**src/rtl/entrada_operandos_bcd.sv**
```systemverilog
// Operand-entry stage for the BCD adder: debounced button loads A, then B+cin, then clears.
// Build option DEBOUNCE_FILTER_EN enables the counter-based level filter (otherwise one register stage).
module entrada_operandos_bcd #(
  parameter int DEBOUNCE_CYCLES = 16
) (
  input  logic       clk,
  input  logic       rst,
  input  logic [3:0] sw,
  input  logic       sw_cin,
  input  logic       btn,
  output logic [3:0] a,
  output logic [3:0] b,
  output logic       cin,
  output logic       valid,
  output logic       err,
  output logic [1:0] estado
);

  // state | meaning
  // S_A   | waiting for operand A
  // S_B   | waiting for operand B (and carry-in)
  // S_OK  | operand set complete, adder result valid
  typedef enum logic [1:0] {
    S_A  = 2'b00,
    S_B  = 2'b01,
    S_OK = 2'b10
  } state_t;

  if (DEBOUNCE_CYCLES < 2) begin : g_param_check
    $error("DEBOUNCE_CYCLES must be at least 2");
  end

  state_t state;
  logic   s1, s2;
  logic   btn_stable, btn_stable_q;
  logic   press;
  logic   sw_bcd;

  always_ff @(posedge clk or posedge rst) begin
    if (rst) begin
      s1 <= 1'b0;
      s2 <= 1'b0;
    end else begin
      s1 <= btn;
      s2 <= s1;
    end
  end

`ifdef DEBOUNCE_FILTER_EN
  localparam int            CW      = $clog2(DEBOUNCE_CYCLES);
  localparam logic [CW-1:0] CNT_MAX = CW'(DEBOUNCE_CYCLES - 1);

  logic [CW-1:0] cnt;

  // Level is accepted only after DEBOUNCE_CYCLES consecutive mismatching samples.
  always_ff @(posedge clk or posedge rst) begin
    if (rst) begin
      cnt        <= '0;
      btn_stable <= 1'b0;
    end else if (s2 == btn_stable) begin
      cnt <= '0;
    end else if (cnt == CNT_MAX) begin
      cnt        <= '0;
      btn_stable <= s2;
    end else begin
      cnt <= cnt + 1'b1;
    end
  end
`else
  always_ff @(posedge clk or posedge rst) begin
    if (rst) btn_stable <= 1'b0;
    else     btn_stable <= s2;
  end
`endif

  always_ff @(posedge clk or posedge rst) begin
    if (rst) btn_stable_q <= 1'b0;
    else     btn_stable_q <= btn_stable;
  end

  assign press  = btn_stable & ~btn_stable_q;
  assign sw_bcd = (sw <= 4'd9);

  always_ff @(posedge clk or posedge rst) begin
    if (rst) begin
      state <= S_A;
      a     <= 4'd0;
      b     <= 4'd0;
      cin   <= 1'b0;
      valid <= 1'b0;
      err   <= 1'b0;
    end else begin
      case (state)
        S_A: if (press) begin
          if (sw_bcd) begin
            a     <= sw;
            err   <= 1'b0;
            state <= S_B;
          end else begin
            err <= 1'b1;
          end
        end
        S_B: if (press) begin
          if (sw_bcd) begin
            b     <= sw;
            cin   <= sw_cin;
            err   <= 1'b0;
            valid <= 1'b1;
            state <= S_OK;
          end else begin
            err <= 1'b1;
          end
        end
        S_OK: if (press) begin
          a     <= 4'd0;
          b     <= 4'd0;
          cin   <= 1'b0;
          err   <= 1'b0;
          valid <= 1'b0;
          state <= S_A;
        end
        // 2'b11 is unreachable; recover to S_A.
        default: begin
          valid <= 1'b0;
          state <= S_A;
        end
      endcase
    end
  end

  assign estado = state;

endmodule

```
**config.mk**
```make
export PLATFORM = sky130hd
export DESIGN_NAME = entrada_operandos_bcd
export DESIGN_NICKNAME = d
export VERILOG_FILES = /design/src/rtl/entrada_operandos_bcd.sv
export SDC_FILE = /design/constraint.sdc
export NUM_CORES = 1
export LEC_CHECK = 0
export BUFFER_PORTS_ARGS = -buffer_cell sky130_fd_sc_hd__buf_2
export CORE_UTILIZATION = 30
export CTS_CLUSTER_SIZE = 16
export DETAILED_ROUTE_END_ITERATION = 8
export PLACE_DENSITY = 0.46
export SKIP_LAST_GASP = 1
export SYNTH_ARGS = -nofsm -noshare
export SYNTH_HDL_FRONTEND = slang
export SYNTH_SLANG_ARGS = --single-unit
export TNS_END_PERCENT = 50
```
**constraint.sdc**
```tcl
create_clock -name clk -period 1.4 [get_ports clk]
set_input_delay 0.28 -clock clk [delete_from_list [all_inputs] [get_ports clk]]
set_output_delay 0.28 -clock clk [all_outputs]
set_load 0.02 [all_outputs]
```
; Word-level counts from Yosys, hierarchy flattened
; Cells that the tools add are included.
[totals]
register_bits = 17
inputBits = 8
output_inout_bits = 13
[classes]
n_lt_le_gt_ge = 1
eq_ne = 8
muxes = 21
bitwise_logic = 3
reduce_logical = 10
[op_table]
columns = cell, n
row1 = case mux 4 bit (2 select lines), 2
row2 = two-way mux 4 bit, 3
row3 = AND reduction 4 bit, 3
row4 = two-way mux 2 bit, 5
row5 = "!= test 2 bit, second input constant", 5
row6 = two-way mux 1 bit, 7
row7 = case mux 2 bit (3 select lines), 1
row8 = nonzero test 2 bit, 3
row9 = AND reduction 5 bit, 1
row10 = "<= comparator 4 bit, second input constant", 1
row11 = case mux 1 bit (2 select lines), 2
row12 = case mux 1 bit (3 select lines), 1
row13 = AND reduction 3 bit, 1
row14 = "== test 2 x 1 -> 1 bit, second input constant", 1
row15 = "== test 2 bit, second input constant", 1
row16 = logical NOT 2 bit, 1
row17 = "!= test 2 x 1 -> 1 bit, second input constant", 1
row18 = inverter 1 bit, 2
row19 = OR reduction 2 bit, 1
row20 = bitwise AND 1 bit, 1

; Depth between registers and ports, before layout
[depth]
depth_word = 4
mapped_depth = 4
depth_no_buf = 3

; Worst setup path before layout
; OpenSTA, ideal clock, no wires.
[synth_path]
path_type = register -> register
startpoint = register state[0] (netlist: estado[0])
endpoint = register b[0]
setup_time_ns = 0.121
t_arrival_ns = 1.134
slack_ns = 0.145
stages_incl_launch_ff = 5
n_path_buf = 1
cell_sequence = dfrtp_1 > buf_6 > o211ai_1 > nand4b_4 > a22o_1
[synth_between]
elab_chain_cells = 3
[synth_lines]
columns = element, line_no
row1 = from (decl), 33  ; state_t state;
row2 = from (signal assigned), 86  ; state <= S_A;
row3 = from (signal assigned), 98  ; state <= S_B;
row4 = from (signal assigned), 109  ; state <= S_OK;
row5 = == test 2 x 1 -> 1 bit or == test 2 bit (tied branches), 93  ; case (state)
row6 = != test 2 bit (no source line) or nonzero test 2 bit (tied branches), n/a
row7 = AND reduction 4 bit (no source line), n/a
row8 = to (signal assigned), 105  ; b <= sw;
row9 = to (decl), 12  ; output logic [3:0] b,
; Parallel ways exist; a longest one is shown, timed or not.
; A chain may end at the register's enable or synchronous reset.

; Final worst setup path
[layout_path]
startpoint = register state[0] (netlist: estado[0])
endpoint = output port estado[0]
[layout_rtl]
columns = element, line_no
row1 = to (decl), 16  ; output logic [1:0] estado
; No word-level cell between the ends.

==> impl_metrics.tcl <==
set metrics [dict create \
    run_status "complete, no violations" \
    ios 21 \
    min-delay-path-class "primary input to flip-flop" \
    cts_tree "done" \
    rows 18 \
    drc_errors 0 \
    worst-setup-path-type "flip-flop to primary output" \
    cp.arrival_ps 1050 \
    critPathTopFamily "flip-flops" \
    slowest_delay_ps 550 \
    synthToLayoutAreaGrowth_pct 19.8 \
    postLayoutCoreUtil 0.392 \
    clock-root-buffer "sky130_fd_sc_hd__clkbuf_4" \
    worstMarginPinSlew_ps 367 \
    initial_utilization 0.327 \
    buffer_ports.inserted 20 \
    drt_pass1_iterations 4 \
    worst_ir_drop_vdd_mv 1.01 \
    layout_common_cells "sky130_fd_sc_hd__buf_2 (20), sky130_fd_sc_hd__dfrtp_1 (15), sky130_fd_sc_hd__a31oi_1 (4), sky130_fd_sc_hd__inv_1 (4)" \
    syn_area_per_cell_um2 11.6 \
    critical_path_buf_inv_count 1 \
    cp_data_required_time_ps 1120 \
    yosysWarnings 0 \
    regToRegSetupSlack_ps 120 \
    fin_crit_ps 1330 \
    critical-path-slowest-cell "sky130_fd_sc_hd__dfrtp_2" \
    preCtsSetupSlack_ps 44.3 \
    synthesis.area_um2 833 \
    cts_sinks 17 \
    clk_latency_ps 280 \
    power_leakage_nw 0.467 \
    path_max_fanout 16 \
    synth.ff_latch_count 17 \
    postCtsSetupBuffers 0 \
    cts-root-to-sink-buffers 2 \
    place_congestion 0.745 \
    grt_pass1_wl_um 2900 \
    antenna_left 0 \
    clockPowerShare 0.132 \
    first_global_vias 628 \
    dpl.hpwl_um 1270 \
    drt_wl_total_um 1730 \
    fillers 273 \
    setup.worst_path.start_class "flip-flop" \
    worstSetupStartpoint "estado[0]" \
    core_region_area_um2 2540 \
    post_layout_nonfiller_instances 126 \
    layout_commonest_cell "sky130_fd_sc_hd__buf_2" \
    finalWorstSetupSlack_ps 65.5 \
    vias_per_cell 5.09 \
    grt_overflow 0 \
    worst_slew_margin_rel 0.755 \
    rsz_0062_raised_after_global_routing "yes" \
    synthesis.instances 72 \
    fin_crit_sh 0.953 \
    min_from "btn" \
    seq_power_share 0.440 \
    timing.max_cap.violations 0 \
    placed_cells_incl_taps 121 \
    fp.dieH_um 54.7 \
    fmax_mhz 749 \
    cell_area_after_layout_um2 998 \
    comb_power_share 0.428 \
    number_of_antenna_violations_at_the_first_check_in_global_routing 0 \
    r2r_start "estado[0]" \
    worst_case_reg_to_reg_path_depth 3 \
    finalSetupViolations 0 \
    power.density_nw_per_um2 1920 \
    grt_max_degree 18 \
    regToRegEndpoint "a[2]" \
    global_route.usage.total 0.142 \
    die-area_um2 2990 \
    netlist_cell_types 29 \
    capturing_element_type_of_the_critical_path "primary output" \
    intPower_mw 1.15 \
    power.share.switching 0.402 \
    antenna-diode-count 0 \
    synth_sequential_area_ratio 0.511 \
    share_of_post_route_cells_with_drive_strength_above_1 0.375 \
    initialDrtViolationCount 13 \
    drv_slew 0 \
    final_net_count 105 \
    switchingPower_uw 770 \
    clock_tree.htree_level_count 1 \
    number_of_cells_traversed_by_the_worst_hold_path 1 \
    vias 641 \
    clock_skew_ps 3.59 \
    whs_endpoint "s1" \
    tns_ps 0 \
    finalHoldViolations 0 \
    drt-wirelength-per-cell_um 13.7 \
    die_w_um 54.7 \
    placedInstanceArea_um2 960 \
    synth_nets 80 \
    cp_cell_sequence "buf_2" \
    cts.reportedPaths.clkPinSlew_ps 90 \
    cts_bufs_inserted 3 \
]
[cell usage after synthesis]
library cell	instances	area [um2]
sky130_fd_sc_hd__o21ai_1	1	5.00
sky130_fd_sc_hd__o22ai_1	3	18.8
sky130_fd_sc_hd__nor2_2	1	6.26
sky130_fd_sc_hd__a31oi_1	4	25.0
sky130_fd_sc_hd__nand3_1	1	5.00
sky130_fd_sc_hd__dfrtp_1	17	425
sky130_fd_sc_hd__o21a_1	2	15.0
sky130_fd_sc_hd__a21oi_1	3	15.0
sky130_fd_sc_hd__nor3_1	1	5.00
sky130_fd_sc_hd__a22o_1	2	17.5
sky130_fd_sc_hd__nand4b_4	1	23.8
sky130_fd_sc_hd__nand2b_1	1	6.26
sky130_fd_sc_hd__and2b_2	3	26.3
sky130_fd_sc_hd__a22oi_1	2	15.0
sky130_fd_sc_hd__buf_6	1	11.3
sky130_fd_sc_hd__a41oi_1	1	8.76
sky130_fd_sc_hd__nor2_1	2	7.51
sky130_fd_sc_hd__nand2_1	3	11.3
sky130_fd_sc_hd__a21o_1	2	15.0
sky130_fd_sc_hd__nor3b_4	1	18.8
sky130_fd_sc_hd__o21ai_0	3	15.0
sky130_fd_sc_hd__nand2b_2	1	8.76
sky130_fd_sc_hd__nor4b_4	1	23.8
sky130_fd_sc_hd__inv_1	4	15.0
sky130_fd_sc_hd__buf_4	3	22.5
sky130_fd_sc_hd__o2bb2ai_1	3	26.3
sky130_fd_sc_hd__o211a_1	1	10.0
sky130_fd_sc_hd__o211ai_1	1	7.51
sky130_fd_sc_hd__and2b_1	3	22.5
[worst max path at each step]
| stage | depth (start not counted) | to | slack [ps] |
|---|---|---|---|
| floorplan | 4 | b[0] | 150 |
| global placement | 3 | a[1] | 110 |
| detailed placement | 3 | a[2] | 40 |
| CTS | 1 | estado[1] | -60 |
| global route | 1 | estado[0] | -10 |
| finish | 1 | estado[0] | 70 |
[sequential cells by signal, indices dropped and copies added, names as in the netlist]
name          cells
s2                1
btn_stable_q      1
s1                1
btn_stable        1
a                 4
estado            2
valid             1
b                 4
cin               1
err               1
[what timing repair did]
item / in CTS / in global routing
hold buffers: 1 / 0
cloned: 0 / 0
resized for setup: 1 / 1
pin swaps: 0 / 0
setup endpoints to repair: 2 / 2
hold endpoints to repair: 17 / 0
[final cells by class]
type / instances / area (um2) / share of cell area
Sequential cell: 17 / 428 / 0.429
Multi-Input combinational cell: 47 / 359 / 0.360
Timing Repair Buffer: 24 / 133 / 0.133
Tap cell: 30 / 37.5 / 0.0376
Clock buffer: 4 / 26.3 / 0.0263
Inverter: 4 / 15.0 / 0.0150
[cells by family after synthesis]
group,share of synthesized area
and+or+nand+nor,0.198
DFF,0.511
AOI/OAI and AO/OA,0.233
buffers and inverters,0.0586
[worst reg2reg max path, cell delays in order, from the launching register on]
cell and delay [ps]:
sky130_fd_sc_hd__dfrtp_2 530, sky130_fd_sc_hd__nor3b_4 400, sky130_fd_sc_hd__a22oi_1 120, sky130_fd_sc_hd__o22ai_1 160
[through the flow]
step | hold WS [ps] | power [mW]
detailed placement | 305 | 1.67
global route | 68.7 | 2.09
global placement | 302 | 1.66
finish | 96.1 | 1.92
CTS | 81.6 | 1.95
floorplan | 206 | 1.44
[routing by layer]
layer  GRT usage  vias up  part of all wire
met3      0.0583        2             0.038
met4      0.0256        0            0.0081
li1            -      314                 -
met2       0.231       15              0.46
met1       0.176      310              0.49
met5           0        -                 0
[power by group through the flow]
stage               logic, mW  clock network, mW  registers, mW
floorplan               0.456                  0          0.989
global placement        0.825                  0          0.839
detailed placement      0.824                  0          0.851
CTS                     0.828              0.278          0.845
global route            0.903              0.301          0.885
finish                  0.820              0.253          0.843
Power figures use the tool's default switching activity.
